--- config.mk ---
export PLATFORM = sky130hd
export DESIGN_NAME = pixel_filter_pipe
export DESIGN_NICKNAME = d
export VERILOG_FILES = /design/src/rtl/pixel_filter_pkg.sv /design/src/rtl/luma_calc.sv /design/src/rtl/pixel_filter_pipe.sv
export SDC_FILE = /design/constraint.sdc
export NUM_CORES = 1
export LEC_CHECK = 0
export CAP_MARGIN = 25
export CORE_ASPECT_RATIO = 0.7
export CORE_MARGIN = 4
export CORE_UTILIZATION = 59
export CTS_CLUSTER_SIZE = 10
export DETAILED_ROUTE_END_ITERATION = 16
export PLACE_DENSITY = 0.88
export SLEW_MARGIN = 20
export SYNTH_ARGS = -nofsm -noshare
export SYNTH_HDL_FRONTEND = slang
export SYNTH_SLANG_ARGS = --single-unit
--- constraint.sdc ---
create_clock -name clk -period 5.1 [get_ports clk]
set_input_delay 1.02 -clock clk [delete_from_list [all_inputs] [get_ports clk]]
set_output_delay 1.02 -clock clk [all_outputs]
set_load 0.03 [all_outputs]
--- src/rtl/pixel_filter_pkg.sv ---
// Shared types and constants for the pixel colour filter pipeline.
// Luma coefficients are 8-bit fixed point and sum to 256, so luma never overflows CW bits.
package pixel_filter_pkg;

    typedef enum logic [1:0] {
        PASS   = 2'd0,
        GRAY   = 2'd1,
        INVERT = 2'd2,
        THRESH = 2'd3
    } filt_mode_t;

    localparam int KR     = 77;
    localparam int KG     = 150;
    localparam int KB     = 29;
    localparam int KSHIFT = 8;

    function automatic int pix_w(input int cw);
        return 3 * cw;
    endfunction

endpackage

--- src/rtl/luma_calc.sv ---
// Combinational luma from pre-registered channel products: Y = (pr + pg + pb) >> KSHIFT.
module luma_calc
    import pixel_filter_pkg::*;
#(
    parameter int CW = 8
) (
    input  logic [CW+7:0] prod_r_i,
    input  logic [CW+7:0] prod_g_i,
    input  logic [CW+7:0] prod_b_i,
    output logic [CW-1:0] luma_o
);

    logic [CW+9:0] sum;

    assign sum    = (CW+10)'(prod_r_i) + (CW+10)'(prod_g_i) + (CW+10)'(prod_b_i);
    assign luma_o = CW'(sum >> KSHIFT);

endmodule

--- src/rtl/pixel_filter_pipe.sv ---
// Two-stage per-pixel colour filter (pass / gray / invert / threshold) with valid/ready
// handshake; mode, threshold and frame tags travel alongside each pixel.
module pixel_filter_pipe
    import pixel_filter_pkg::*;
#(
    parameter int CW = 8
) (
    input  logic                   clk,
    input  logic                   rst_n,
    input  logic [1:0]             mode,
    input  logic [CW-1:0]          thresh,
    input  logic                   in_valid,
    output logic                   in_ready,
    input  logic [pix_w(CW)-1:0]   in_pixel,
    input  logic                   in_sof,
    input  logic                   in_eol,
    output logic                   out_valid,
    input  logic                   out_ready,
    output logic [pix_w(CW)-1:0]   out_pixel,
    output logic                   out_sof,
    output logic                   out_eol
);

    localparam int PW = pix_w(CW);
    localparam int MW = CW + 8;

    logic          en;
    logic          acc;
    logic [MW-1:0] prod_r_d, prod_g_d, prod_b_d;

    logic          vld_p1_q;
    logic [MW-1:0] prod_r_p1_q, prod_g_p1_q, prod_b_p1_q;
    logic [PW-1:0] pix_p1_q;
    filt_mode_t    mode_p1_q;
    logic [CW-1:0] thr_p1_q;
    logic          sof_p1_q, eol_p1_q;

    logic [CW-1:0] luma;
    logic [PW-1:0] res_d;

    logic          vld_p2_q;
    logic [PW-1:0] pix_p2_q;
    logic          sof_p2_q, eol_p2_q;

    // Both stages move together; a stalled output freezes the whole pipe.
    assign en       = out_ready || !vld_p2_q;
    assign in_ready = en && rst_n;
    assign acc      = in_valid && in_ready;

    assign prod_r_d = MW'(KR) * MW'(in_pixel[3*CW-1:2*CW]);
    assign prod_g_d = MW'(KG) * MW'(in_pixel[2*CW-1:CW]);
    assign prod_b_d = MW'(KB) * MW'(in_pixel[CW-1:0]);

    // ---- stage 1: products, raw pixel and per-pixel settings ----
    always_ff @(posedge clk) begin
        if (!rst_n) begin
            vld_p1_q <= 1'b0;
        end else if (en) begin
            vld_p1_q <= acc;
        end
    end

    always_ff @(posedge clk) begin
        if (en) begin
            prod_r_p1_q <= prod_r_d;
            prod_g_p1_q <= prod_g_d;
            prod_b_p1_q <= prod_b_d;
            pix_p1_q    <= in_pixel;
            mode_p1_q   <= filt_mode_t'(mode);
            thr_p1_q    <= thresh;
            sof_p1_q    <= in_sof;
            eol_p1_q    <= in_eol;
        end
    end

    luma_calc #(.CW(CW)) u_luma (
        .prod_r_i (prod_r_p1_q),
        .prod_g_i (prod_g_p1_q),
        .prod_b_i (prod_b_p1_q),
        .luma_o   (luma)
    );

    always_comb begin
        res_d = pix_p1_q;
        case (mode_p1_q)
            PASS:   res_d = pix_p1_q;
            GRAY:   res_d = {3{luma}};
            INVERT: res_d = ~pix_p1_q;
            THRESH: res_d = (luma >= thr_p1_q) ? {PW{1'b1}} : {PW{1'b0}};
        endcase
    end

    // ---- stage 2: selected result, drives the output ports ----
    always_ff @(posedge clk) begin
        if (!rst_n) begin
            vld_p2_q <= 1'b0;
            pix_p2_q <= '0;
            sof_p2_q <= 1'b0;
            eol_p2_q <= 1'b0;
        end else if (en) begin
            vld_p2_q <= vld_p1_q;
            pix_p2_q <= res_d;
            sof_p2_q <= sof_p1_q;
            eol_p2_q <= eol_p1_q;
        end
    end

    assign out_valid = vld_p2_q;
    assign out_pixel = pix_p2_q;
    assign out_sof   = sof_p2_q;
    assign out_eol   = eol_p2_q;

endmodule

* Yosys cells after proc, flatten, opt, wreduce, memory -nomap -nowiden
Cells that the tools add are included.
** Word-level totals
- Register bits :: 107
- Logic and storage cells :: 30
** Cells by class
- Add/sub/neg operators :: 2
- Multiply operators :: 3
- Order comparisons :: 1
- Equality and inequality tests :: 3
- Multiplexer cells :: 2
- Bitwise operators :: 1
- Reductions and logical operators :: 5
** Operators by type and width (number)
- 24-bit case mux with 4 select lines :: 1
- 7-bit by 8-bit multiplier with 15-bit output, first input constant :: 2
- 24-bit two-way mux :: 1
- 24-bit NOT :: 1
- 15-bit by 16-bit adder with 16-bit output :: 1
- 16-bit by 13-bit adder with 16-bit output :: 1
- 5-bit by 8-bit multiplier with 13-bit output, first input constant :: 1
- 8-bit greater-or-equal comparator :: 1
- 2-bit == test, second input constant :: 2
- 2-bit by 1-bit == test with 1-bit output, second input constant :: 1
- 1-bit logical AND :: 2
- 2-bit zero test :: 1
- 1-bit zero test :: 1
- 1-bit logical OR :: 1

* Logic depth before layout (Yosys ltp)
Gate-level depths: netlist (run 1).
- Depth in word-level cells :: 5
- Depth in mapped cells :: 19
- Depth with buffers taken out :: 19

* Cells and area by module
From an unflattened synthesis (run 1), not the netlist that was laid out.
** Second synthesis, totals
- Cells, all modules :: 722
- Area, all modules :: 7791.2 µm²
** Modules (own cells, without submodules)
- pixel_filter_pipe :: times used 1, cells an instance 618, area each 6842.8 µm²
- luma_calc :: times used 1, cells an instance 104, area each 948.4 µm²

* Worst setup path after synthesis (run 1)
OpenSTA, ideal clock, no wires.
- Path type :: flip-flop to flip-flop
- From :: reg prod_r_p1_q[7]
- To :: reg pix_p2_q[0], in the netlist out_pixel[0]
- Library setup time :: 0.140 ns
- Arrival :: 4.190 ns
- Setup slack :: 0.770 ns
- Stages on the path, launching flop included :: 18
- Cell sequence :: edfxtp_1 -> fa_1 -> ha_1 -> and2_4 -> a221oi_2 -> nand3_1 -> and4b_1 -> or3_4 -> xnor2_4 -> inv_1 -> ha_1 -> a21oi_1 -> o21ai_0 -> and2_1 -> a31oi_1 -> inv_1 -> o21ai_0 -> o221ai_1
** On the way
- Word-level cells in the longest chain between the ends :: 5
** RTL lines
- start, declared :: line pixel_filter_pipe.sv:32 : logic [MW-1:0] prod_r_p1_q, prod_g_p1_q, prod_b_p1_q;
- start signal, assigned :: line pixel_filter_pipe.sv:65 : prod_r_p1_q <= prod_r_d;
- 15-bit by 16-bit adder with 16-bit output (*) :: line luma_calc.sv:15 : assign sum = (CW+10)'(prod_r_i) + (CW+10)'(prod_g_i) + (CW+10)'(prod_b_i);
- 16-bit by 13-bit adder with 16-bit output (*) :: line luma_calc.sv:15
- 8-bit greater-or-equal comparator :: line pixel_filter_pipe.sv:89 : THRESH: res_d = (luma >= thr_p1_q) ? {PW{1'b1}} : {PW{1'b0}};
- 24-bit two-way mux :: line pixel_filter_pipe.sv:89
- 24-bit case mux with 4 select lines (*) :: line pixel_filter_pipe.sv:85 : case (mode_p1_q)
- end signal, assigned :: line pixel_filter_pipe.sv:102 : pix_p2_q <= res_d;
- end, declared :: line pixel_filter_pipe.sv:42 : logic [PW-1:0] pix_p2_q;
Every way passes the cells marked *; elsewhere a longest branch is shown, timed or not.
A chain may end at the register's enable or synchronous reset.

* Worst setup path after layout (run 1)
- From :: reg prod_r_p1_q[7]
- To :: reg pix_p2_q[17], in the netlist out_pixel[17]
Same word-level chain as after synthesis.

==> key figures, run 1 <==
Run status
  – Outcome: finished clean

Power and ir drop
  – Leakage: 4.00 nW
  – PwrDens: 645 nW/µm²
  – Peak VDD IR: 489 µV

Global routing
  – Largest net degree at the start of global routing: 86
  – GRT Util Overall: 23.8%
  – Antenna violations before repair: 0
  – Vias in the first global route: between 5k and 6k
  – Total grt overflow: 0
  – First-pass GRT wire length: about 27000 µm

Logic synthesis
  – Number of flops mapped to enable cells by yosys: 74
  – Synthesized area: 7380 µm²
  – Ys async rst share: 0%
  – Combinational family with the most area after synthesis: adder cells
  – Main synth FF type: edfxtp_1
  – Syn_nets: ~880
  – Synth Warn #: 0
  – Synth Area in Adders: 30.8%
  – Yosys cell types: 56
  – Leading area contributor after synthesis: edfxtp_1
  – Main area contributors after synthesis: edfxtp_1 (30%), ha_1 (21%), fa_1 (10%), dfxtp_1 (7.6%), inv_1 (5.6%)
  – Syn avg cell area: about 11 µm²
  – Post-synth top area share: 30.1%
  – Synth Register Bits: 102
  – Synth Area in XOR/XNOR: 5.48%
  – Simple-gate share of the synthesized area: between 6 and 7%
  – Synth Area in Compound Gates: 12.6%
  – Post-synthesis instance total: 684
  – Register area share after synthesis: between 30% and 40%
  – Mux contribution to synthesized area: less than 1%

Setup path
  – Critical Path Stages: 16
  – Crit. End Element: flip-flop
  – Critical Path RT: 5390 ps
  – Critical-path maximum fanout: 5
  – Worst Setup SP: prod_r_p1_q[7]
  – Critical path destination: out_pixel[17]
  – CP startpoint kind: flip-flop
  – Reg2Reg Depth: 16
  – R2R Setup Slk: 280 ps
  – Critical path's top delay family: compound AO/OA/AOI/OAI gates
  – Max stage delay on crit path: just under 500 ps
  – Slowest CP cell: fa_1
  – Buf/Inv on CP: 1
  – Worst r2r src: prod_r_p1_q[7]
  – CP Class: reg -> reg
  – Worst reg2reg path endpoint: out_pixel[17]
  – Worst-path cell chain: fa_1, ha_1, and2_4, a221oi_4, a31oi_2, and4b_1, or3_4, xnor2_4, inv_1, ha_1, nand2_1, o21ai_0, a21oi_1, a21boi_0, o21ai_0, a21oi_1
  – Arrival time at the worst endpoint: 5110 ps

Detailed routing
  – Vias/cell: 5.75
  – TritonRoute pass-1 iters: 6
  – Initial DRC count: 473
  – Total number of vias: 5298
  – WL final: 16800 µm
  – ANT nets after route: 0
  – Wire per inst: around 18 µm
  – DRC errors left: 0

Run
  – Max cap viols: 0

Clock tree
  – Clock slew seen by the registers of the worst setup and hold paths: 80 ps
  – CTS tree: yes
  – Clock sink count: 102
  – CTS max path bufs: 2
  – CTS Buf Count: 9
  – H-tree levels: 3
  – Clock latency on the worst-skew pair: 360 ps
  – Clock root cell: clkbuf_16

STA
  – Post-route setup slack: between 200 and 300 ps
  – Worst Max-Slew Pin Slew: 918 ps
  – Setup TNS: 0 ps
  – RSZ-0062 raised after global routing: no
  – Setup-failing EPs final: 0
  – Final Cycle Share: 94.5%
  – Final hold violations: 0
  – Worst Skew: 10.5 ps
  – Fin. max-slew vios: 0
  – Slew Limit Headroom: 38.8%
  – F_max: 0.207 GHz
  – Min Tclk post-route: 4820 ps

Place
  – Port bufs: 67
  – Post-DP HPWL: 12800 µm
  – Post-place setup slack: 119 ps
  – GPL Wtd Cong: 0.833

Cells and area
  – Commonest non-fill, non-tap cell in the layout: ha_1
  – Ant diodes: 0
  – Layout area overhead: 17.0%
  – Area of the multi-input gates: approximately 4100 µm²
  – Final nets: between 900 and 1k
  – Share of layout cells above drive strength 1: 6.02%
  – FF/Latch Area: ~2800 µm²
  – Most frequent cells in the layout: ha_1 (121), inv_1 (109), edfxtp_1 (74)
  – Final-layout fill cell count: 742

Die
  – Total I/O pin count: 68
  – Chip height: 102 µm
  – Core Footprint: between 10000 and 15000 µm²
  – Die W: ~140 µm
  – Die Area: 14400 µm²
  – Num rows: 33
  – Initial Util: 61.6%

Min path
  – Cell count of the worst hold path: 2
  – Hold Path Class: reg -> reg
-- synth_stat cells, types with 3 or more instances --
master and instances:
o21ai_0 43, clkbuf_1 12, o221a_2 3, nand2b_1 3
a31oi_1 3, inv_1 110, a21oi_1 33, xnor2_1 31
and2_1 3, o221ai_1 4, o21ai_1 4, o21bai_1 3
nand2_1 47, a21o_1 12, nor3_1 3, a21boi_0 6
a22o_1 3, or3_1 3, fa_1 38, nand3_1 9
ha_1 121, nor2_1 29, or2_2 3, nor2b_1 3
xor2_1 12, o21a_1 8, dfxtp_1 28, edfxtp_1 74
-- routing by layer --
metal	vias up	global-route usage [%]	share of wire, %	wire [µm]
met5	-	0	0	0
met4	0	6.42	2.0	329
met3	32	6.09	7.5	1270
met2	197	40.9	49	8180
met1	2555	30.4	42	7050
li1	2514	-	-	-
-- tightest hold or removal path, cell delays in order (launching register included) --
cell      delay [ps]
dfxtp_1          310
nand2_1           50
a21boi_0          60
-- cell families after synthesis --
group                    after synthesis
buffers and inverters                124
AO/OA/AOI/OAI                        143
multiplexers                           2
flip-flops                           102
XOR/XNOR                              44
adder cells (fa/ha/maj)              159
AND/OR/NAND/NOR                      110
-- registers in the layout (all words and copies together), names as in the netlist, 2 cells and up --
name         count
prod_g_p1_q     14
prod_r_p1_q     13
thr_p1_q         8
pix_p1_q        24
prod_b_p1_q     11
out_pixel       24
mode_p1_q        2
-- stage by stage --
step / cell area, µm² / hold WS, ps / instances / util [%] / power (W)
6_report: 8630 / 468 / 921 / 72.1 / 0.00557
5_1_grt: 8630 / 508 / 921 / 72.1 / 0.00602
4_1_cts: 8590 / 478 / 920 / 71.7 / 0.00547
3_5_place_dp: 8270 / 468 / 904 / 69.1 / 0.00471
3_3_place_gp: 8270 / 448 / 904 / 69.1 / 0.00448
2_1_floorplan: 7380 / 441 / 684 / - / 0.00374
-- area by class of cell --
cell class | count | share of cell area (%)
multi-input combinational | 458 | 48.1
inverter | 110 | 4.78
timing repair buffer | 78 | 8.96
sequential | 102 | 32.2
clock buffer | 11 | 3.19
clock inverter | 5 | 0.507
tap | 157 | 2.28
-- worst min path at each step --
stage	from	end	slack, ps
after floorplan	vld_p1_q	out_valid	440
after global placement	vld_p1_q	out_valid	450
after detailed placement	out_sof	out_sof	470
after CTS	out_sof	out_sof	480
after global routing	vld_p1_q	out_valid	510
final	out_sof	out_sof	470
-- power breakdown --
group	total (W)	leakage, nW	switching [W]	internal, W
Clock	0.000724	0.159	0.000326	0.000398
Sequential	0.00132	1.01	0.000150	0.00117
Combinational	0.00353	2.83	0.00202	0.00151
-- repair_timing --
item | in CTS | in global routing
setup endpoints to repair | 0 | 9
hold buffers | 0 | 0
setup buffers | 0 | 0
resized for setup | 0 | 4
No activity file was read; power rests on OpenSTA's default activity.
==> inputs of run 2 (changes only) <==
Settings changed: CORE_MARGIN 4 to unset.
==> run 2 against run 1 <==
Net effect: die area fell by 9.9%; via count increased by 1.5%; count of clock-buffer cells in the layout rose by 1; clock skew shrank 1.9 ps; critical endpoint is now out_pixel[20]; largest cell class unchanged; highest routed layer unchanged.
==> key figures, run 2 (synthesized netlist as in run 1, its figures left out) <==
Die
  – Initial Util: 61.8% (+0.21 points)
  – Die Area: 13000 µm² (-9.9%)
  – Chip height: 95.6 µm (-5.9%)
  – Die W: 136 µm (-4.2%)
  – Num rows: 33 (unchanged)
  – Total I/O pin count: 68 (unchanged)
  – Core Footprint: 11900 µm² (-0.34%)

Setup path
  – Worst-path cell chain: fa_1, ha_1, and2_4, a221oi_4, a31oi_2, and4b_1, or3_4, xnor2_4, inv_1, ha_1, nand2_1, o21ai_0, and2_1, a31oi_1, buf_4, a21boi_0, o21ai_0, o21ai_0
  – Critical Path RT: 5370 ps (-20 ps)
  – CP Class: reg -> reg
  – Critical-path maximum fanout: 8 (+3)
  – CP startpoint kind: flip-flop
  – Max stage delay on crit path: 480 ps (about the same)
  – Arrival time at the worst endpoint: 5190 ps (+80 ps)
  – Most frequent CP cell: o21ai_0
  – Buf/Inv on CP: 2 (+1)
  – Slowest CP cell: fa_1
  – Crit. End Element: flip-flop
  – Critical path's top delay family: compound AO/OA/AOI/OAI gates

Detailed routing
  – Vias/cell: 5.84 (+1.5%)
  – Wire per inst: 18.5 µm (+1.3%)
  – Initial DRC count: 586 (+24%)
  – Total number of vias: 5380 (+1.5%)
  – ANT nets after route: 0 (unchanged)
  – DRC errors left: 0 (unchanged)
  – WL final: 17000 µm (+1.3%)
  – TritonRoute pass-1 iters: 5 (-1)

STA
  – Fin. max-slew vios: 0 (unchanged)
  – Final Cycle Share: 96.6% (+2.0 points)
  – Final hold violations: 0 (unchanged)
  – F_max: 0.203 GHz (-2.1%)
  – Worst Max-Slew Pin Slew: 986 ps (+67.8 ps)
  – Worst Skew: 8.53 ps (-1.94 ps)
  – Min Tclk post-route: 4920 ps (+103 ps)
  – RSZ-0062 raised after global routing: no
  – Slew Limit Headroom: 34.3% (-4.5 points)
  – Setup TNS: 0 ps (unchanged)
  – Setup-failing EPs final: 0 (unchanged)

Cells and area
  – Share of layout cells above drive strength 1: 5.76% (-0.26 points)
  – Post-layout instance area: 8590 µm² (-0.49%)
  – Final nets: 958 (unchanged)
  – Commonest non-fill, non-tap cell in the layout: ha_1
  – Ant diodes: 0 (unchanged)
  – Layout area overhead: 16.4%
  – Most frequent cells in the layout: ha_1 (121), inv_1 (109), edfxtp_1 (74)
  – Final-layout fill cell count: 798 (+7.5%)

Run status
  – Outcome: finished clean

Clock tree
  – Clock sink count: 102 (unchanged)
  – CTS Buf Count: 9 (unchanged)
  – Clock latency on the worst-skew pair: 350 ps (about the same)
  – CTS tree: yes
  – Clock root cell: clkbuf_16
  – Clock slew seen by the registers of the worst setup and hold paths: 70 ps (about the same)
  – CTS max path bufs: 2 (unchanged)
  – H-tree levels: 3 (unchanged)

Global routing
  – First-pass GRT wire length: 26900 µm (+0.52%)
  – Largest net degree at the start of global routing: 86 (unchanged)
  – Vias in the first global route: 5535 (+0.99%)
  – Antenna violations before repair: 0 (unchanged)
  – GRT Util Overall: 27.8% (+3.9 points)
  – Total grt overflow: 0 (unchanged)

Power and ir drop
  – Peak VDD IR: 510 µV (+4.2%)
  – PwrDens: 639 nW/µm² (-1.0%)
  – Leakage: 3.98 nW (-0.53%)

Place
  – GPL Wtd Cong: 0.858 (+3.0%)
  – Port bufs: 67 (unchanged)
  – Placement Cell Area: 8270 µm² (unchanged)
  – Post-DP HPWL: 12900 µm (+0.92%)

Min path
  – Hold Path Class: reg -> reg

Run
  – Max cap viols: 0 (unchanged)
==> run 2: worst min-delay path: stages, from the launching register on <==
cell and delay [ps]:
dfxtp_1 310, nand2_1 50, a21boi_0 60
==> run 2: area by class of cell <==
type	instances	area [µm²]	share of cell area [%]
clock buffers	12	246	2.87
clock inverters	4	30.0	0.350
inverters	110	413	4.81
multi-input cells	458	4150	48.3
flip-flops and latches	102	2780	32.4
well taps	157	196	2.29
repair buffers	78	773	9.00
==> run 2: stage by stage <==
| step | power, W | cells | setup WS, ps | util [%] | hold slack (ps) |
|---|---|---|---|---|---|
| global route | 0.00589 | 921 | 5.78 | 72.0 | 489 |
| global placement | 0.00446 | 904 | 240 | 69.3 | 449 |
| detailed placement | 0.00468 | 904 | 6.18 | 69.3 | 466 |
| finish | 0.00549 | 921 | 176 | 72.0 | 475 |
| CTS | 0.00539 | 920 | 189 | 71.6 | 476 |
| floorplan | 0.00374 | 684 | 770 | - | 441 |
==> run 2: power by group <==
part,total (W),internal [W],switching (W)
Clock,0.000656,0.000348,0.000308
Sequential,0.00132,0.00117,0.000153
Combinational,0.00351,0.00151,0.00200
Total,0.00549,0.00303,0.00246
==> run 2: layer usage <==
layer / global-route usage, % / part of all wire [%] / up-vias
met4: 10.3 / 2.9 / 0
met3: 6.49 / 7.3 / 46
met1: 34.6 / 42 / 2591
li1: - / - / 2514
met5: 0 / 0 / -
met2: 47.4 / 48 / 229
==> run 2: path summary, 6_finish.rpt <==
check	cells past startpoint	startpoint	end	slack (ps)
setup / recovery	18	prod_g_p1_q[7]	out_pixel[20]	180
hold / removal	2	out_sof	out_sof	470
setup reg to reg	18	prod_g_p1_q[7]	out_pixel[20]	180
hold reg to reg	2	out_sof	out_sof	470
==> run 2: repair_timing <==
item                       CTS  global route
resized for setup            0             2
setup endpoints to repair    0             5
buffers inserted             0             0
hold buffers                 0             0
